## config.mk

```make
export PLATFORM = sky130hd
export DESIGN_NAME = ahb_refill_master
export DESIGN_NICKNAME = d
export VERILOG_FILES = /design/src/rtl/ahb_refill_master.sv
export SDC_FILE = /design/constraint.sdc
export NUM_CORES = 1
export LEC_CHECK = 0
export ABC_AREA = 1
export CAP_MARGIN = 20
export CORE_UTILIZATION = 35
export DETAILED_ROUTE_END_ITERATION = 8
export MAX_ROUTING_LAYER = met4
export SYNTH_ARGS = -nofsm -noshare
export SYNTH_HDL_FRONTEND = slang
export SYNTH_SLANG_ARGS = --single-unit
export TNS_END_PERCENT = 1
```

## constraint.sdc

```tcl
create_clock -name clk -period 2.4 [get_ports clk]
set_input_delay 0.24 -clock clk [delete_from_list [all_inputs] [get_ports clk]]
set_output_delay 0.24 -clock clk [all_outputs]
set_load 0.005 [all_outputs]
```

## src/rtl/ahb_refill_master.sv

```systemverilog
// AHB-Lite read manager that fetches one I-cache line as a fixed-length INCR burst.
// Each returned word is handed back with its line index; done/err close the refill.
//
// state | meaning
// ------+--------------------------------------------------------------
// IDLE  | waiting for a refill request (req_ready high after cooldown)
// ADDR  | first beat address phase, htrans=NONSEQ
// BURST | address phase N+1 overlapping data phase N
// LAST  | data phase of the final beat, htrans=IDLE
// ERR   | second cycle of an ERROR response
module ahb_refill_master #(
   parameter int LINE_WORDS = 4,
   parameter int IDX_W      = $clog2(LINE_WORDS)
) (
   input  logic             clk,
   input  logic             rst,
   input  logic             req_valid,
   input  logic [31:0]      req_addr,
   output logic             req_ready,
   output logic             beat_valid,
   output logic [31:0]      beat_data,
   output logic [IDX_W-1:0] beat_idx,
   output logic             done,
   output logic             err,
   output logic [31:0]      haddr,
   output logic [1:0]       htrans,
   output logic [2:0]       hburst,
   output logic [2:0]       hsize,
   output logic             hwrite,
   input  logic [31:0]      hrdata,
   input  logic             hready,
   input  logic             hresp
);

   typedef enum logic [2:0] {
      S_IDLE  = 3'd0,
      S_ADDR  = 3'd1,
      S_BURST = 3'd2,
      S_LAST  = 3'd3,
      S_ERR   = 3'd4
   } state_t;

   localparam logic [31:0]      LINE_MASK = ~(32'(LINE_WORDS * 4) - 32'd1);
   localparam logic [IDX_W-1:0] LAST_IDX  = IDX_W'(LINE_WORDS - 1);
   localparam logic [IDX_W-1:0] IDX_ONE   = IDX_W'(1);
   localparam logic [2:0]       HBURST_C  = (LINE_WORDS == 16) ? 3'b111 :
                                            (LINE_WORDS == 8)  ? 3'b101 : 3'b011;
   localparam logic [1:0]       TR_IDLE   = 2'b00;
   localparam logic [1:0]       TR_NONSEQ = 2'b10;
   localparam logic [1:0]       TR_SEQ    = 2'b11;

   state_t           state_q, state_d;
   logic [31:0]      haddr_q, haddr_d;
   logic [1:0]       htrans_q, htrans_d;
   logic [IDX_W-1:0] a_idx_q, a_idx_d;
   logic [IDX_W-1:0] d_idx_q, d_idx_d;
   logic             req_ready_q, req_ready_d;
   logic             beat_valid_q, beat_valid_d;
   logic [31:0]      beat_data_q, beat_data_d;
   logic [IDX_W-1:0] beat_idx_q, beat_idx_d;
   logic             done_q, done_d;
   logic             err_q, err_d;
   logic             accept;
   logic             capture;
   logic             term_err;

   assign accept = req_valid && req_ready_q;

   always_comb begin
      state_d      = state_q;
      haddr_d      = haddr_q;
      htrans_d     = htrans_q;
      a_idx_d      = a_idx_q;
      d_idx_d      = d_idx_q;
      req_ready_d  = 1'b0;
      beat_valid_d = 1'b0;
      beat_data_d  = beat_data_q;
      beat_idx_d   = beat_idx_q;
      done_d       = 1'b0;
      err_d        = 1'b0;
      capture      = 1'b0;
      term_err     = 1'b0;

      case (state_q)
         S_IDLE: begin
            // req_ready stays low for the cycle right after done
            req_ready_d = !accept;
            if (accept) begin
               haddr_d  = req_addr & LINE_MASK;
               htrans_d = TR_NONSEQ;
               a_idx_d  = '0;
               d_idx_d  = '0;
               state_d  = S_ADDR;
            end
         end
         S_ADDR: begin
            if (hready) begin
               haddr_d  = haddr_q + 32'd4;
               htrans_d = TR_SEQ;
               a_idx_d  = a_idx_q + IDX_ONE;
               state_d  = S_BURST;
            end
         end
         S_BURST: begin
            if (hready && hresp) begin
               term_err = 1'b1;
            end else if (hresp) begin
               htrans_d = TR_IDLE;
               state_d  = S_ERR;
            end else if (hready) begin
               capture = 1'b1;
               if (a_idx_q == LAST_IDX) begin
                  htrans_d = TR_IDLE;
                  state_d  = S_LAST;
               end else begin
                  haddr_d  = haddr_q + 32'd4;
                  htrans_d = TR_SEQ;
                  a_idx_d  = a_idx_q + IDX_ONE;
               end
            end
         end
         S_LAST: begin
            if (hready && hresp) begin
               term_err = 1'b1;
            end else if (hresp) begin
               state_d = S_ERR;
            end else if (hready) begin
               capture = 1'b1;
               state_d = S_IDLE;
            end
         end
         S_ERR: begin
            if (hready) begin
               term_err = 1'b1;
            end
         end
         default: begin
            state_d  = S_IDLE;
            htrans_d = TR_IDLE;
         end
      endcase

      if (capture) begin
         beat_valid_d = 1'b1;
         beat_data_d  = hrdata;
         beat_idx_d   = d_idx_q;
         d_idx_d      = d_idx_q + IDX_ONE;
         done_d       = (d_idx_q == LAST_IDX);
      end

      if (term_err) begin
         done_d   = 1'b1;
         err_d    = 1'b1;
         htrans_d = TR_IDLE;
         state_d  = S_IDLE;
      end
   end

   always_ff @(posedge clk or posedge rst) begin
      if (rst) begin
         state_q      <= S_IDLE;
         haddr_q      <= '0;
         htrans_q     <= TR_IDLE;
         a_idx_q      <= '0;
         d_idx_q      <= '0;
         req_ready_q  <= 1'b1;
         beat_valid_q <= 1'b0;
         beat_data_q  <= '0;
         beat_idx_q   <= '0;
         done_q       <= 1'b0;
         err_q        <= 1'b0;
      end else begin
         state_q      <= state_d;
         haddr_q      <= haddr_d;
         htrans_q     <= htrans_d;
         a_idx_q      <= a_idx_d;
         d_idx_q      <= d_idx_d;
         req_ready_q  <= req_ready_d;
         beat_valid_q <= beat_valid_d;
         beat_data_q  <= beat_data_d;
         beat_idx_q   <= beat_idx_d;
         done_q       <= done_d;
         err_q        <= err_d;
      end
   end

   assign req_ready  = req_ready_q;
   assign beat_valid = beat_valid_q;
   assign beat_data  = beat_data_q;
   assign beat_idx   = beat_idx_q;
   assign done       = done_q;
   assign err        = err_q;
   assign haddr      = haddr_q;
   assign htrans     = htrans_q;
   assign hburst     = HBURST_C;
   assign hsize      = 3'b010;
   assign hwrite     = 1'b0;

endmodule
```

==> flow_summary.yaml, run 1 <==
place:
  dp_cells: 893
  dpl_cell_area_mm2: 0.00572
  place.gp.congestion: 0.874
  place_hpwl_um: 9040
  io_buffers: 134
logic_synthesis:
  synthXorXnorAreaFrac_pct: 0.203
  avgSynthCellArea_um2: 6.87
  synth_fa_ha_area_share_pct: 0.870
  yosys-mux-area-fraction_pct: 0.232
  synthCells: 628
  synth-main-ff-cell: "dfrtp_1"
  yosysWarnings: 0
  synth_simple_gate_area_share_pct: 39.0
  async_reset_ff_share_pct: 100
  synth_edf_count: 0
  netlist_area_mm2: 0.00432
  synth_compound_area_share_pct: 5.83
  ys_seq_elements: 77
  ys_types: 32
  synth_top_family_by_area: "simple AND/OR/NAND/NOR gates"
  seq_area_frac_synth_pct: 44.7
clock_network:
  clkLatencyLatePin_ns: 0.33
  root_buffer: "clkbuf_16"
  ctsResizeCount: 0
  cts_tree: "yes"
  cts-buffers-inserted: 9
  ctsHtreeMaxLevel: 3
  clk_pin_slew_ns: 0.06
  cts_sinks: 77
  cts_setup_buffers: 0
  clockBufferDepth: 2
  cts-hold-fix-buffers: 0
sta:
  setup_viol: 0
  worst_clock_skew_ns: 0.00961
  clock.fmax_mhz: 502
  finalHoldViolCount: 0
  tns_ns: 0
  drv_slew: 0
  grt_setup_unrepaired: "no"
  fin_crit_sh_pct: 83.0
  slew_headroom_pct: 32.8
  tightestPinTransition_ns: 1.00
  layout_min_cycle_time_ns: 1.99
power_and_ir_drop:
  ir_drop_v: 0.000647
  leakagePower_nw: 2.92
  cellPowerDensity_mw_per_mm2: 1320
worst_setup_path:
  r2r-end: "beat_data[12]"
  slowest_delay_ns: 0.78
  path_common_cell: "nand2_1"
  rr_worst_depth: 7
  slowest_stage: "clkinv_1"
  cp-start-kind: "register"
  r2r_slack_ns: 0.41
  end_kind: "register"
  path_cells: "inv_2, nand2_1, inv_1, nand3_1, clkinv_1, nand2_1, nand2_1"
  rr_startpoint: "state_q[2]"
  crit_required_ns: 2.61
  path_class: "register to register"
  cp_max_fo: 36
  critPathArrivalTime_ns: 2.21
drt:
  vias: 4312
  drt_iter0_drc: 255
  drtAntennaViolNets: 0
  dr.pass1.iters: 5
  via_per_inst: 4.74
  totalWireLength_um: 12200
  drc: 0
  wl_per_cell_um: 13.4
floorplan:
  dieArea_mm2: 0.0128
  start_util_pct: 35.9
  pin_count: 148
  placementRows: 40
  core_area_mm2: 0.0120
  dieWidth_um: 113
  die_y_um: 113
final_layout:
  areaGrowthSynthToFinish_pct: 39.4
  postLayoutCellArea_mm2: 0.00602
  drive_gt1_share_pct: 4.46
  seqCellArea_mm2: 0.00193
  multiInputGateArea_mm2: 0.00203
  fin_cells: 909
  final_common_cell: "nand2_1"
  layout.nets: 829
  final_cell_mix: "nand2_1, clkdlybuf4s50_1, dfrtp_1, nor2_1, inv_1"
  fillerInstances: 1216
  diodes: 0
job:
  maxCapViolCount: 0
global_routing:
  grt_pass1_wl_um: 20000
  antenna_found_initial: 0
  grt_max_degree: 47
  grt_pass1_vias: 4007
  track_usage_pct: 20.4
  overflow: 0
status:
  status: "complete, no violations"
hold_path:
  hold_class: "input pin to async pin"
[flip-flops by register name, indices dropped and copies added (netlist names), 2 cells and up]
signal / cells
haddr: 30
htrans: 2
d_idx_q: 2
state_q: 3
a_idx_q: 2
beat_data: 32
beat_idx: 2
[critical path: cells and delay by family, from the launching register on]
family | cells | cell delay (ns)
flops | 1 | 0.42
buf+inv | 3 | 0.92
simple gates | 4 | 0.52
[worst max path at each step]
stage / startpoint / to / slack, ns / cells past startpoint
finish: state_q[2] / beat_data[12] / 0.41 / 7
global route: state_q[2] / d_idx_q[1] / 0.12 / 7
CTS: state_q[2] / beat_data[16] / 0.36 / 7
detailed placement: hresp / beat_data[16] / 0.11 / 6
global placement: hresp / beat_valid / 0.14 / 4
floorplan: rst / a_idx_q[0] / 0.19 / 1
[power by group]
part	switching (mW)	leakage (nW)	total (mW)	internal, mW
clock network	0.569	0.136	1.38	0.814
logic	2.12	1.84	4.03	1.90
registers	0.595	0.943	2.53	1.93
total	3.29	2.92	7.94	4.65
[per-stage QoR]
step	worst slack, ns	hold slack, ns	util [%]	power (mW)
after detailed placement	0.110	0.465	47.6	6.60
after CTS	0.365	0.351	50.1	8.01
after floorplan	0.195	0.303	-	4.86
after global routing	0.119	0.405	50.1	8.63
after global placement	0.142	0.462	47.6	6.51
final	0.407	0.335	50.1	7.94
[synth_stat cells (all sizes together), types with 3 or more instances]
cell type	count	area share [%]
buf	28	4.7
inv	48	4.2
nand2	306	27
nand4	3	0.43
o211ai	4	0.70
a21oi	13	1.5
o21ai	27	3.1
ha	3	0.87
nand3	41	4.8
dfrtp	76	44
nor2	65	6.3
[area by class of cell]
type / instances / area share (%)
clock inverter: 6 / 1.16
tap: 147 / 3.06
timing repair buffer: 139 / 23.1
inverter: 49 / 3.10
multi-input combinational: 481 / 33.7
sequential: 77 / 32.1
clock buffer: 10 / 3.81
[cells by family after synthesis]
logic type,Yosys count
and+or+nand+nor,420
DFF,77
buffers and inverters,77
AOI/OAI and AO/OA,47
adders and majority gates,3
other,2
xor gates and xnor gates,1
muxes,1
[layer usage]
layer	vias up	track usage (%)	part of all wire, %
li1	2196	-	-
met1	1969	27.0	47
met2	135	32.9	47
met3	12	3.27	4.7
met4	0	4.91	1.0
met5	-	-	0
No activity file was read; power rests on OpenSTA's default activity.
==> run 2: changes to the inputs <==
--- a/config.mk
+++ b/config.mk
@@ -10,6 +10,7 @@
 export CORE_UTILIZATION = 35
 export DETAILED_ROUTE_END_ITERATION = 8
 export MAX_ROUTING_LAYER = met4
+export PLACE_DENSITY = 0.67
 export SYNTH_ARGS = -nofsm -noshare
 export SYNTH_HDL_FRONTEND = slang
 export SYNTH_SLANG_ARGS = --single-unit
==> constraint.sdc (replaced) <==
create_clock -name clk -period 1.7 [get_ports clk]
set_input_delay 0.17 -clock clk [delete_from_list [all_inputs] [get_ports clk]]
set_output_delay 0.17 -clock clk [all_outputs]
set_load 0.005 [all_outputs]
==> flow_summary.yaml, run 2 (synthesized netlist as in run 1, its figures left out) <==
status:
  status: "complete, no violations"
drt:
  drtAntennaViolNets: 0
  drc: 0
  wl_per_cell_um: 14.1
  dr.pass1.iters: 7
  drt_iter0_drc: 234
  totalWireLength_um: 13300
  vias: 4532
  via_per_inst: 4.83
sta:
  setup_viol: 0
  finalWorstSetupSlack_ns: 0.0448
  grt_setup_unrepaired: "yes"
  clock.fmax_mhz: 604
  finalHoldViolCount: 0
  layout_min_cycle_time_ns: 1.66
  tns_ns: 0
  fin_hold_ws_ns: 0.187
  drv_slew: 0
  fin_crit_sh_pct: 97.4
  worst_clock_skew_ns: 0.00727
global_routing:
  grt_pass1_wl_um: 20700
  overflow: 0
  track_usage_pct: 21.2
  grt_pass1_vias: 4241
  grt_max_degree: 47
  antenna_found_initial: 0
worst_setup_path:
  cp-start-kind: "register"
  r2r-end: "haddr[21]"
  r2r_slack_ns: 0.04
  rr_worst_depth: 11
  path_cells: "ha_2, inv_2, nand3_1, nand2_1, nand2_2, nor2_8, buf_4, clkbuf_16, nand2_1, o21ai_1, nor2_1"
  rr_startpoint: "a_idx_q[0]"
  end_kind: "register"
  slowest_delay_ns: 0.41
  cp_num_buf_inv: 3
  critPathArrivalTime_ns: 1.89
  cp_max_fo: 12
  slowest_stage: "dfrtp_1"
  path_class: "register to register"
  path_common_cell: "nand2_1"
  crit_required_ns: 1.93
  path_delay_family: "simple AND/OR/NAND/NOR gates"
place:
  dpl_cell_area_mm2: 0.00593
  dp_cells: 912
  dp_slack_ns: -0.0682
  place_hpwl_um: 9590
  place.gp.congestion: 0.957
  io_buffers: 134
clock_network:
  clockBufferDepth: 2
  ctsHtreeMaxLevel: 3
  cts-hold-fix-buffers: 0
  clkLatencyLatePin_ns: 0.34
  root_buffer: "clkbuf_16"
  clk_pin_slew_ns: 0.07
  cts_tree: "yes"
  cts_sinks: 77
  cts-buffers-inserted: 9
power_and_ir_drop:
  finalPower_mw: 12.6
  cellPowerDensity_mw_per_mm2: 1950
  leakagePower_nw: 3.12
  ir_drop_v: 0.000818
final_layout:
  postLayoutCellArea_mm2: 0.00644
  final_cell_mix: "nand2_1, clkdlybuf4s50_1, dfrtp_1, nor2_1, inv_1"
  final_common_cell: "nand2_1"
  utilization_pct: 53.6
  fin_cells: 938
  largest_reg_flops: 32
  drive_gt1_share_pct: 9.86
  diodes: 0
  layout.nets: 858
  areaGrowthSynthToFinish_pct: 49.3
floorplan:
  core_area_mm2: 0.0120
  placementRows: 40
  start_util_pct: 35.9
  dieWidth_um: 113
  dieArea_mm2: 0.0128
  pin_count: 148
  die_y_um: 113
job:
  maxCapViolCount: 0
hold_path:
  hold_class: "input pin to async pin"
## run 2: cell count changes in the layout (fill, tap and decap cells not counted), sizes merged
cell | before | now
buf | 5 | 31
clkinv | 1 | 2
clkinvlp | 3 | 1
clkbuf | 10 | 13
bufinv | 1 | 2
## run 2: worst max-delay path by stage
stage	start	endpoint	depth (start not counted)
global route	state_q[2]	haddr[20]	10
floorplan	haddr[2]	haddr[20]	8
global placement	hready	haddr[21]	8
detailed placement	hready	haddr[21]	8
finish	a_idx_q[0]	haddr[21]	11
CTS	a_idx_q[0]	haddr[21]	9
## run 2: worst register-to-register path: cells and delay by family (launching register included)
family                   cells  cell delay (ns)
adder cells (fa/ha/maj)      1             0.19
AND/OR/NAND/NOR              6             0.53
AO/OA/AOI/OAI                1             0.07
flip-flops                   1             0.41
buffers and inverters        3             0.35
## run 2: layout make-up
type / count / area [um^2]
tap: 147 / 184
inverter: 49 / 193
fill: 1164 / 5570
clock buffer: 10 / 239
clock inverter: 6 / 91.3
multi-input combinational: 481 / 2070
sequential: 77 / 1930
timing repair buffer: 168 / 1730
## run 2: metal layers
metal	GRT usage (%)	up-vias	routed length (um)
met5	-	-	0
met4	7.54	0	301
met3	3.54	24	700
met2	33.0	145	6250
met1	28.0	2122	6010
li1	-	2241	-
## run 2: repair_timing
item                                    CTS  global route
resized for setup                         0            30
setup buffers                             0             8
endpoints found under the setup margin    0            22
## run 2: power breakdown
part / switching [mW] / internal [mW] / total [mW]
logic: 3.41 / 3.41 / 6.82
clock network: 0.821 / 1.34 / 2.16
registers: 0.844 / 2.74 / 3.58
total: 5.07 / 7.49 / 12.6
==> run 3: changes to the inputs <==
--- a/config.mk
+++ b/config.mk
@@ -6,7 +6,7 @@
 export NUM_CORES = 1
 export LEC_CHECK = 0
 export ABC_AREA = 1
-export CAP_MARGIN = 20
+export CAP_MARGIN = 15
 export CORE_UTILIZATION = 35
 export DETAILED_ROUTE_END_ITERATION = 8
 export MAX_ROUTING_LAYER = met4
==> results of run 3 <==
The final DEF is identical to that of run 2; final timing and power are the same.
